File: config.mk
export PLATFORM = sky130hd
export DESIGN_NAME = instr_sequencer_flat
export DESIGN_NICKNAME = d
export VERILOG_FILES = /design/src/rtl/cpu_pkg.sv /design/src/rtl/instr_sequencer_if.sv /design/src/rtl/seq_prog_mem.sv /design/src/rtl/instr_sequencer.sv /design/src/flat_wrapper.sv
export SDC_FILE = /design/constraint.sdc
export NUM_CORES = 1
export LEC_CHECK = 0
export ABC_CLOCK_PERIOD_IN_PS = 5720
export CAP_MARGIN = 5
export CORE_MARGIN = 1
export CORE_UTILIZATION = 40
export CTS_BUF_LIST = sky130_fd_sc_hd__clkbuf_16
export CTS_CLUSTER_DIAMETER = 150
export CTS_CLUSTER_SIZE = 8
export DETAILED_ROUTE_END_ITERATION = 7
export PLACE_DENSITY_LB_ADDON = 0.3
export SETUP_SLACK_MARGIN = 0.3
export SLEW_MARGIN = 15
export SYNTH_ARGS = -nofsm -noshare
export SYNTH_HDL_FRONTEND = slang
export SYNTH_SLANG_ARGS = --single-unit
File: constraint.sdc
create_clock -name clk -period 5.72 [get_ports clk]
set_input_delay 0.572 -clock clk [delete_from_list [all_inputs] [get_ports clk]]
set_output_delay 0.572 -clock clk [all_outputs]
set_load 0.01 [all_outputs]
File: src/rtl/cpu_pkg.sv
// Shared CPU definitions: instruction width, opcode constants and sequencer state encoding.
package cpu_pkg;

    localparam int unsigned INSTR_W = 12;

    localparam logic [3:0] OpAdd   = 4'b0000;
    localparam logic [3:0] OpSub   = 4'b0001;
    localparam logic [3:0] OpStore = 4'b0010;
    localparam logic [3:0] OpLoad  = 4'b0011;
    localparam logic [3:0] OpAnd   = 4'b0101;
    localparam logic [3:0] OpOr    = 4'b0110;
    localparam logic [3:0] OpXor   = 4'b0111;
    localparam logic [3:0] OpNot   = 4'b1000;
    localparam logic [3:0] OpShl   = 4'b1001;
    localparam logic [3:0] OpHalt  = 4'b1111;

    typedef enum logic [1:0] {
        StIdle,
        StIssue,
        StWait,
        StDone
    } seq_state_e;

    function automatic logic [3:0] instr_opcode(input logic [INSTR_W-1:0] word);
        return word[11:8];
    endfunction

endpackage

File: src/rtl/instr_sequencer_if.sv
// Program-load and instruction-issue bus between the sequencer and its controller / CPU core.
interface instr_sequencer_if;
    import cpu_pkg::*;

    logic               ena;
    logic               load_valid;
    logic [INSTR_W-1:0] load_data;
    logic               load_ready;
    logic               prog_clr;
    logic               start;
    logic               halt_req;
    logic               issue_valid;
    logic [3:0]         issue_opcode;
    logic [3:0]         issue_data;
    logic [3:0]         issue_addr;
    logic               issue_we;
    logic [3:0]         pc;
    logic               busy;
    logic               done;

    modport slave (
        input  ena, load_valid, load_data, prog_clr, start, halt_req,
        output load_ready, issue_valid, issue_opcode, issue_data, issue_addr, issue_we,
               pc, busy, done
    );

    modport master (
        output ena, load_valid, load_data, prog_clr, start, halt_req,
        input  load_ready, issue_valid, issue_opcode, issue_data, issue_addr, issue_we,
               pc, busy, done
    );

endinterface

File: src/rtl/seq_prog_mem.sv
// Program store: DEPTH x INSTR_W register file, one write port, one asynchronous read port.
module seq_prog_mem
    import cpu_pkg::*;
#(
    parameter int unsigned DEPTH = 16
) (
    input  logic                     clk,
    input  logic                     rst_n,
    input  logic                     we,
    input  logic [$clog2(DEPTH)-1:0] waddr,
    input  logic [INSTR_W-1:0]       wdata,
    input  logic [$clog2(DEPTH)-1:0] raddr,
    output logic [INSTR_W-1:0]       rdata
);

    logic [INSTR_W-1:0] mem_q [DEPTH];

    always_ff @(posedge clk or negedge rst_n) begin
        if (!rst_n) begin
            for (int i = 0; i < int'(DEPTH); i++) begin
                mem_q[i] <= '0;
            end
        end else if (we) begin
            mem_q[waddr] <= wdata;
        end
    end

    assign rdata = mem_q[raddr];

endmodule

File: src/rtl/instr_sequencer.sv
// Instruction sequencer: loads a program, then issues one instruction every ISSUE_GAP cycles.
// Define INSTR_SEQUENCER_LOOP_EN to wrap from the last instruction back to pc 0.
module instr_sequencer
    import cpu_pkg::*;
#(
    parameter int unsigned DEPTH     = 16,
    parameter int unsigned ISSUE_GAP = 2
) (
    input  logic             clk,
    input  logic             rst_n,
    instr_sequencer_if.slave bus
);

    localparam int unsigned AddrW   = $clog2(DEPTH);
    localparam int unsigned GapW    = (ISSUE_GAP > 2) ? $clog2(ISSUE_GAP - 1) : 1;
    localparam logic [4:0]  DepthW  = 5'(DEPTH);
    localparam logic [GapW-1:0] GapLast = GapW'(ISSUE_GAP - 2);

    seq_state_e         state_q, state_d;
    logic [3:0]         pc_q, pc_d;
    logic [4:0]         wr_ptr_q, wr_ptr_d;
    logic [4:0]         prog_len_q, prog_len_d;
    logic [GapW-1:0]    gap_q, gap_d;
    logic               halt_q, halt_d;
    logic               mem_we;
    logic               load_ok;
    logic               last_instr;
    logic               halt_now;
    logic               halt_op;
    logic [INSTR_W-1:0] rd_word;
    logic [INSTR_W-1:0] issue_word;

    seq_prog_mem #(
        .DEPTH(DEPTH)
    ) u_mem (
        .clk  (clk),
        .rst_n(rst_n),
        .we   (mem_we),
        .waddr(wr_ptr_q[AddrW-1:0]),
        .wdata(bus.load_data),
        .raddr(pc_q[AddrW-1:0]),
        .rdata(rd_word)
    );

    assign load_ok    = (state_q == StIdle) && (wr_ptr_q < DepthW);
    assign last_instr = ({1'b0, pc_q} == (prog_len_q - 5'd1));
    assign halt_now   = halt_q | bus.halt_req;
    assign halt_op    = (instr_opcode(rd_word) == OpHalt);

    always_ff @(posedge clk or negedge rst_n) begin
        if (!rst_n) begin
            state_q    <= StIdle;
            pc_q       <= '0;
            wr_ptr_q   <= '0;
            prog_len_q <= '0;
            gap_q      <= '0;
            halt_q     <= 1'b0;
        end else begin
            state_q    <= state_d;
            pc_q       <= pc_d;
            wr_ptr_q   <= wr_ptr_d;
            prog_len_q <= prog_len_d;
            gap_q      <= gap_d;
            halt_q     <= halt_d;
        end
    end

    always_comb begin
        state_d    = state_q;
        pc_d       = pc_q;
        wr_ptr_d   = wr_ptr_q;
        prog_len_d = prog_len_q;
        gap_d      = gap_q;
        halt_d     = halt_q;
        mem_we     = 1'b0;

        // Disabled cycles discard every input and leave all state untouched.
        if (bus.ena) begin
            unique case (state_q)
                StIdle: begin
                    if (bus.load_valid) begin
                        if (load_ok) begin
                            mem_we     = 1'b1;
                            wr_ptr_d   = wr_ptr_q + 5'd1;
                            prog_len_d = wr_ptr_q + 5'd1;
                        end
                    end else if (bus.prog_clr) begin
                        wr_ptr_d   = '0;
                        prog_len_d = '0;
                    end else if (bus.start && (prog_len_q != 5'd0)) begin
                        state_d = StIssue;
                        pc_d    = '0;
                        halt_d  = 1'b0;
                    end
                end
                StIssue: begin
                    state_d = StWait;
                    gap_d   = '0;
                    halt_d  = halt_now;
                end
                StWait: begin
                    halt_d = halt_now;
                    if (gap_q != GapLast) begin
                        gap_d = gap_q + 1'b1;
                    end else begin
`ifdef INSTR_SEQUENCER_LOOP_EN
                        if (halt_op || halt_now) begin
                            state_d = StDone;
                            halt_d  = 1'b0;
                        end else begin
                            state_d = StIssue;
                            pc_d    = last_instr ? 4'd0 : pc_q + 4'd1;
                            halt_d  = 1'b0;
                        end
`else
                        if (halt_op || halt_now || last_instr) begin
                            state_d = StDone;
                            halt_d  = 1'b0;
                        end else begin
                            state_d = StIssue;
                            pc_d    = pc_q + 4'd1;
                            halt_d  = 1'b0;
                        end
`endif
                    end
                end
                StDone: begin
                    if (bus.start) begin
                        state_d = StIssue;
                        pc_d    = '0;
                        halt_d  = 1'b0;
                    end else if (bus.prog_clr) begin
                        state_d    = StIdle;
                        pc_d       = '0;
                        wr_ptr_d   = '0;
                        prog_len_d = '0;
                    end
                end
                default: state_d = StIdle;
            endcase
        end
    end

    // Issue fields are zero while idle so reset and loading never present a stale instruction.
    assign issue_word       = (state_q == StIdle) ? '0 : rd_word;
    assign bus.issue_opcode = issue_word[11:8];
    assign bus.issue_data   = issue_word[7:4];
    assign bus.issue_addr   = issue_word[3:0];
    assign bus.issue_we     = (issue_word[11:8] == OpStore);
    assign bus.issue_valid  = (state_q == StIssue);
    assign bus.busy         = (state_q == StIssue) || (state_q == StWait);
    assign bus.done         = (state_q == StDone);
    assign bus.pc           = pc_q;
    assign bus.load_ready   = load_ok;

endmodule

File: src/flat_wrapper.sv
// flat-port wrapper written by rule: the top's interface ports become plain ports
module instr_sequencer_flat import cpu_pkg::*;
#(
    parameter int unsigned DEPTH     = 16,
    parameter int unsigned ISSUE_GAP = 2
)
  (clk, rst_n, bus_ena, bus_load_valid, bus_load_data, bus_prog_clr, bus_start, bus_halt_req, bus_load_ready, bus_issue_valid, bus_issue_opcode, bus_issue_data, bus_issue_addr, bus_issue_we, bus_pc, bus_busy, bus_done);
  instr_sequencer_if bus_i ();
  input  logic clk;
  input  logic rst_n;
  input wire logic [$bits(bus_i.ena)-1:0] bus_ena;
  input wire logic [$bits(bus_i.load_valid)-1:0] bus_load_valid;
  input wire logic [$bits(bus_i.load_data)-1:0] bus_load_data;
  input wire logic [$bits(bus_i.prog_clr)-1:0] bus_prog_clr;
  input wire logic [$bits(bus_i.start)-1:0] bus_start;
  input wire logic [$bits(bus_i.halt_req)-1:0] bus_halt_req;
  output wire logic [$bits(bus_i.load_ready)-1:0] bus_load_ready;
  output wire logic [$bits(bus_i.issue_valid)-1:0] bus_issue_valid;
  output wire logic [$bits(bus_i.issue_opcode)-1:0] bus_issue_opcode;
  output wire logic [$bits(bus_i.issue_data)-1:0] bus_issue_data;
  output wire logic [$bits(bus_i.issue_addr)-1:0] bus_issue_addr;
  output wire logic [$bits(bus_i.issue_we)-1:0] bus_issue_we;
  output wire logic [$bits(bus_i.pc)-1:0] bus_pc;
  output wire logic [$bits(bus_i.busy)-1:0] bus_busy;
  output wire logic [$bits(bus_i.done)-1:0] bus_done;
  assign bus_i.ena = bus_ena;
  assign bus_i.load_valid = bus_load_valid;
  assign bus_i.load_data = bus_load_data;
  assign bus_i.prog_clr = bus_prog_clr;
  assign bus_i.start = bus_start;
  assign bus_i.halt_req = bus_halt_req;
  assign bus_load_ready = bus_i.load_ready;
  assign bus_issue_valid = bus_i.issue_valid;
  assign bus_issue_opcode = bus_i.issue_opcode;
  assign bus_issue_data = bus_i.issue_data;
  assign bus_issue_addr = bus_i.issue_addr;
  assign bus_issue_we = bus_i.issue_we;
  assign bus_pc = bus_i.pc;
  assign bus_busy = bus_i.busy;
  assign bus_done = bus_i.done;
  instr_sequencer #(.DEPTH(DEPTH), .ISSUE_GAP(ISSUE_GAP)) u_core (.clk(clk), .rst_n(rst_n), .bus(bus_i));
endmodule
After elaboration in Yosys (flattened, before gate mapping)
Index checks and enable logic that the tools add are counted.
{"block": "word_totals", "register_bits": 210, "output_inout_bits": 21, "elab_cells": 108}
{"block": "classes", "n_addsub": 4, "n_lt_le_gt_ge": 4, "n_eq_ne": 15, "n_mux": 44, "n_bitwise": 3, "reduce_logical": 16}
{"operator": "$bwmux W192", "n": 1}
{"operator": "$bmux W12 S4", "n": 1}
{"operator": "$demux W12 S4", "n": 1}
{"operator": "$mux W12", "n": 4}
{"operator": "$mux W5", "n": 7}
{"operator": "$mux W4", "n": 7}
{"operator": "$pmux W5 S2", "n": 2}
{"operator": "$mux W2", "n": 7}
{"operator": "$ne A2 B2 Y1 const B", "n": 7}
{"operator": "$pmux W4 S3", "n": 1}
{"operator": "$ge A5 B5 Y1 const B", "n": 2}
{"operator": "$mux W1", "n": 10}
{"operator": "$not A4 Y5", "n": 2}
{"operator": "$pmux W2 S4", "n": 1}
{"operator": "$reduce_and A8 Y1", "n": 1}
{"operator": "$ne A3 B3 Y1 const B", "n": 2}
{"operator": "$reduce_and A6 Y1", "n": 1}
{"operator": "$add A5 B1 Y5 const B", "n": 1}
{"operator": "$eq A4 B5 Y1", "n": 1}
{"operator": "$lt A5 B1 Y1 const B", "n": 1}
{"operator": "$lt A5 B5 Y1 const B", "n": 1}
{"operator": "$reduce_and A5 Y1", "n": 1}
{"operator": "$reduce_bool A5 Y1", "n": 1}
{"operator": "$sub A5 B1 Y5 const B", "n": 1}
{"operator": "16 further kinds", "n": 22}

Logic depth before layout (Yosys ltp)
{"block": "depth", "depth_word": 10, "ltp_mapped": 10}

By module
Synthesis repeated with hierarchy kept, for this count alone.
{"block": "hier_totals", "hier_cells": 673, "hier_area_um2": 9889.5}
{"mod": "seq_prog_mem", "instances": 1, "cells_each": 543, "area_each_um2": 8677.1, "seq_area_each_um2": 4804.6}
{"mod": "instr_sequencer", "instances": 1, "cells_each": 130, "area_each_um2": 1212.4, "seq_area_each_um2": 425.4}

Worst setup path after synthesis
Ideal clock, no wire load.
{"block": "synth_timing", "path_kind": "flip-flop to output port", "start": "reg u_core.pc_q[0], in the netlist u_core.bus.pc[0]", "end": "out bus_issue_addr[0]", "arrival_ns": 2.455, "required_ns": 5.148, "setup_slack_ns": 2.693, "stages_incl_launch_ff": 8, "path_buffers": 4, "cell_sequence": "dfrtp_1 -> buf_6 -> buf_8 -> buf_2 -> buf_2 -> mux4_2 -> mux4_2 -> nor2b_1"}
{"block": "synth_via", "elab_chain_len": 5}
{"item": "from (decl)", "line_no": "instr_sequencer.sv:20", "rtl": "logic [3:0] pc_q, pc_d;"}
{"item": "from (signal assigned)", "line_no": "instr_sequencer.sv:60", "rtl": "pc_q <= pc_d;"}
{"item": "$not A4 Y5 (implied by the code)", "line_no": "seq_prog_mem.sv:28", "rtl": "assign rdata = mem_q[raddr];"}
{"item": "$bmux W12 S4", "line_no": "seq_prog_mem.sv:28"}
{"item": "$mux W12 (implied by the code) (2 in series)", "line_no": "seq_prog_mem.sv:28"}
{"item": "$mux W12", "line_no": "instr_sequencer.sv:145", "rtl": "assign issue_word = (state_q == StIdle) ? '0 : rd_word;"}
{"item": "to (decl)", "line_no": "flat_wrapper.sv:21", "rtl": "output wire logic [$bits(bus_i.issue_addr)-1:0] bus_issue_addr;"}
No other way between the ends. The select of a mux whose other input is x is not followed.

Worst setup path in the final report
{"block": "layout_timing", "start": "reg u_core.pc_q[1], in the netlist u_core.bus.pc[1]", "end": "out bus_issue_data[1]"}
{"block": "layout_via", "elab_chain_len": 5}
{"item": "$not A4 Y5 (implied by the code)", "line_no": "seq_prog_mem.sv:28"}
{"item": "$bmux W12 S4", "line_no": "seq_prog_mem.sv:28"}
{"item": "$mux W12 (implied by the code) (2 in series)", "line_no": "seq_prog_mem.sv:28"}
{"item": "$mux W12", "line_no": "instr_sequencer.sv:145"}
{"item": "to (decl)", "line_no": "flat_wrapper.sv:20", "rtl": "output wire logic [$bits(bus_i.issue_data)-1:0] bus_issue_data;"}
No other way between the ends. The select of a mux whose other input is x is not followed.

==> results.txt <==
- Slew headroom: 29.4%
* Critical setup path kind: reg2out
* TritonCTS clock tree: done
- Arrival time of the worst setup path: 3.51 ns
* CTS root buf: sky130_fd_sc_hd__clkbuf_16
- Worst Hold Class: in2async
* Core Box Area: 24,300 µm²
- Result of the run: completed
- Worst clock skew on the final layout: 0.00974 ns
- R2R Setup Slk: 2.49 ns
- The library cell used most frequently in the layout, excluding fill and tap cells, is sky130_fd_sc_hd__dfrtp_1.
- Number of buffers added to fix hold violations after cts: 0
- CTS saw 209 sinks.
* Pin slew with the least headroom to its limit: 1.06 ns
* Remaining number of nets flagged by the antenna check after routing: 0
* Boundary pin count: 40
* Setup crit end kind: output pin
- Async set-or-reset flop fraction in the synthesized netlist: 100%
- Overall power consumption after layout is estimated at 4730 µW.
* Number of synthesized register bits: 209
- Power spread over the standard cell area amounts to 416 nW/µm².
* Initial drt markers: 396
- The cell area that synthesis handed to floorplanning was 9920 µm².
- Vias after detailed routing: 5,804
* Clock insertion delay at the later pin of the skew report: 0.53 ns
- Per-cell via count in the routed design: 5.63
- Aggregate global routing overflow: 0
- Of the synthesized area, sequential elements account for 52.7%.
- Final Cycle Share: 71.4%
* Cell Chain, Critical Path: buf_4, mux4_2, mux4_2, nor2b_1, clkdlybuf4s50_1
- Total DRC errors in the routed layout: 0
- The number of max-slew violations in the final report is 0.
- Commonest non-fill, non-tap cells in the layout: 207 x sky130_fd_sc_hd__dfrtp_1, 157 x sky130_fd_sc_hd__mux2_2, 52 x sky130_fd_sc_hd__mux4_2
* MaxCap Viol Count: 0
* Initial antenna violation count: 1
- Number of buffer cells added on primary ports: 39
* Most common cell on crit path: sky130_fd_sc_hd__mux4_2
* Worst Reg2Reg Path Length in Cells: 8
* Simple-gate share of the synthesized area: 5.10%
- For this run, the total global-route usage over all layers was measured as 18.9%.
* Highest cell delay on the worst timing path: 0.98 ns
* 1st-pass router iterations: 4
* Share of power burned in registers: 42.0%
- Origin of the worst setup path: u_core.bus.pc[1]
- The synthesized netlist devotes 1.26% of its cell area to adder and majority cells.
- Entering global routing, the biggest net connects 75 pins.
* Number of enable flip-flop cells after synthesis: 0
- Summed over all nets, the switching power comes to 1320 µW.
* Critical path data required time: 5.15 ns
* Warnings, synthesis: 0
- The endpoint identified for the worst register-to-register timing path is u_core.u_mem.mem_q[44].
- Max rail drop VDD: 0.000246 V
* Clock network fraction of total power: 32.1%
- The number of hold-slack violations in the final timing report is 0.
- Static timing analysis puts the maximum clock frequency at 245 MHz.
* Starting density of the core: 40.8%
- In this run the number of H-tree levels came out at 1.
- Along the worst path, the maximum fanout reaches 35.
* Net count after synthesis: 704
* Standard cell with the maximum stage delay on the critical path: sky130_fd_sc_hd__dfrtp_2
- Fraction of synthesized cell area in xor and xnor cells: 0.618%
* Die Footprint: 25,400 µm²
- Main combinational cell family by area after synthesis: multiplexers
- Most common flop cell mapped by yosys: sky130_fd_sc_hd__dfrtp_1
- Multiplexer cells account for 34.7% of the synthesized area.
- In this run the deepest clock path goes through 3 buffers.
* Sum Neg Setup Slack: 0 ns
- Shortest clock period the worst path allows after layout: 4.08 ns
* Share of layout cells above drive strength 1: 36.7%
- The netlist uses 52 different library cells.
- Synthesized-area fraction occupied by ao, oa, aoi and oai cells: 2.96%
- The number of global-route vias before repair is 6,363.
- Clk slew on worst S/H paths: 0.05 ns
* CTS resizes: 0
- Placer's final routability congestion estimate: 0.785
- Compared with the post-synthesis result, the final layout area differs by 14.8%.
- In the final design database the tool counted 733 nets.
- Summed over all nets, the half-perimeter wirelength after detailed placement is 13,700 µm.
* Part of the total power dissipated in combinational logic: 25.9%
- Pleak: 0.00533 µW
- Unrepaired setup endpoints after global routing: no
- Switching power share of the total: 27.9%
* Critical Path Start Type: flop
- Setup Viol. Count Final: 0
- In this run the mean area of a mapped cell was 14.7 µm².
- Gate count of the mapped netlist: 675
- Number of buffers created by CTS: 30
* Wire length after detailed routing: 23,200 µm
- Once the clock tree was built, the setup fixing pass inserted 0 buffers.
- The startpoint identified for the worst register-to-register timing path is u_core.state_q[1].
- From left edge to right edge, the die measures 159 µm.
- Routed wirelength normalized by instance count: 22.5 µm
* Placement Rows: 57
* Total internal power: 3410 µW
- First-pass GRT wire length: 36,700 µm
- Vertical die dimension: 159 µm
==> stage by stage <==
step / area [µm²] / hold WS, ns / util, % / worst slack, ns / instances
global placement: 10600 / 0.466 / 43.4 / 2.06 / 995
floorplan: 9920 / 0.276 / - / 2.69 / 675
finish: 11400 / 0.0336 / 46.8 / 1.64 / 1031
detailed placement: 10600 / 0.479 / 43.4 / 2.08 / 995
CTS: 11400 / 0.0470 / 46.7 / 1.50 / 1029
global route: 11400 / 0.0798 / 46.8 / 1.48 / 1031
==> synth_stat cells (3+ instances only) <==
| cell type | count | share of area (%) |
|---|---|---|
| sky130_fd_sc_hd__dfrtp_1 | 209 | 53 |
| sky130_fd_sc_hd__mux2_2 | 157 | 18 |
| sky130_fd_sc_hd__mux4_2 | 52 | 12 |
| sky130_fd_sc_hd__mux2_1 | 37 | 4.2 |
| sky130_fd_sc_hd__clkbuf_1 | 36 | 1.4 |
| sky130_fd_sc_hd__nand2_1 | 34 | 1.3 |
| sky130_fd_sc_hd__nand3_1 | 16 | 0.81 |
| sky130_fd_sc_hd__nor2b_1 | 14 | 0.88 |
| sky130_fd_sc_hd__o21ai_0 | 11 | 0.55 |
| sky130_fd_sc_hd__ha_1 | 10 | 1.3 |
| sky130_fd_sc_hd__inv_1 | 10 | 0.38 |
| sky130_fd_sc_hd__and2_1 | 9 | 0.57 |
| sky130_fd_sc_hd__buf_2 | 7 | 0.35 |
| sky130_fd_sc_hd__nor2_1 | 5 | 0.19 |
| sky130_fd_sc_hd__buf_1 | 4 | 0.15 |
| sky130_fd_sc_hd__xnor2_1 | 4 | 0.35 |
| sky130_fd_sc_hd__a21oi_1 | 3 | 0.15 |
| sky130_fd_sc_hd__a31oi_1 | 3 | 0.19 |
| sky130_fd_sc_hd__and3_1 | 3 | 0.19 |
| sky130_fd_sc_hd__mux4_1 | 3 | 0.79 |
| sky130_fd_sc_hd__nor3_1 | 3 | 0.15 |
| sky130_fd_sc_hd__o211ai_1 | 3 | 0.23 |
| sky130_fd_sc_hd__xor2_1 | 3 | 0.26 |
==> worst max-delay path by stage <==
stage / to / slack (ns) / cells after the start
after floorplan: bus_issue_addr[0] / 2.69 / 7
after global placement: bus_issue_we / 2.06 / 6
after detailed placement: bus_issue_we / 2.08 / 6
after CTS: bus_issue_we / 1.50 / 6
after global routing: bus_issue_we / 1.48 / 7
final: bus_issue_data[1] / 1.64 / 5
==> cells by family (layout without fill, tap and decap cells) <==
logic type / Yosys count / in the layout
other cells: 0 / 1
xor+xnor: 7 / 7
buf+inv: 60 / 91
compound gates: 42 / 42
simple gates: 97 / 97
mux: 250 / 250
flops: 209 / 209
fa+ha+maj: 10 / 10
==> state kept, by name (all words and copies together) (netlist names) <==
signal / flops
u_core.bus.pc: 4
u_core.halt_q: 1
u_core.prog_len_q: 5
u_core.state_q: 2
u_core.u_mem.mem_q: 192
u_core.wr_ptr_q: 5
==> worst max-delay path: cells and delay by family, from the launching register on <==
| kind | cells | cell delay, ns |
|---|---|---|
| buf+inv | 2 | 0.96 |
| flops | 1 | 0.98 |
| mux | 2 | 0.87 |
| simple gates | 1 | 0.15 |
==> layer usage <==
layer	GRT usage [%]	vias up	wire, µm	share of wire, %
met5	0	-	0	0
met4	6.12	0	594	2.6
met3	2.50	38	896	3.9
met2	32.1	140	11400	49
met1	25.1	3079	10300	45
li1	-	2547	-	-
==> cell type report <==
class | instances | area, µm²
diodes | 1 | 2.50
clock buffers | 31 | 776
clock inverters | 3 | 16.3
fillers | 2069 | 12900
inverters | 10 | 37.5
multi-input cells | 406 | 4440
flip-flops and latches | 209 | 5240
well taps | 324 | 405
repair buffers | 47 | 474
==> power groups by stage <==
stage	clock, µW	sequential, µW	combinational, µW
6_report	1520	1990	1220
5_1_grt	1630	2020	1340
4_1_cts	1560	2010	1210
3_5_place_dp	0	2030	1200
3_3_place_gp	0	2000	1160
2_1_floorplan	0	1910	878
(Power assumes the default switching activity.)
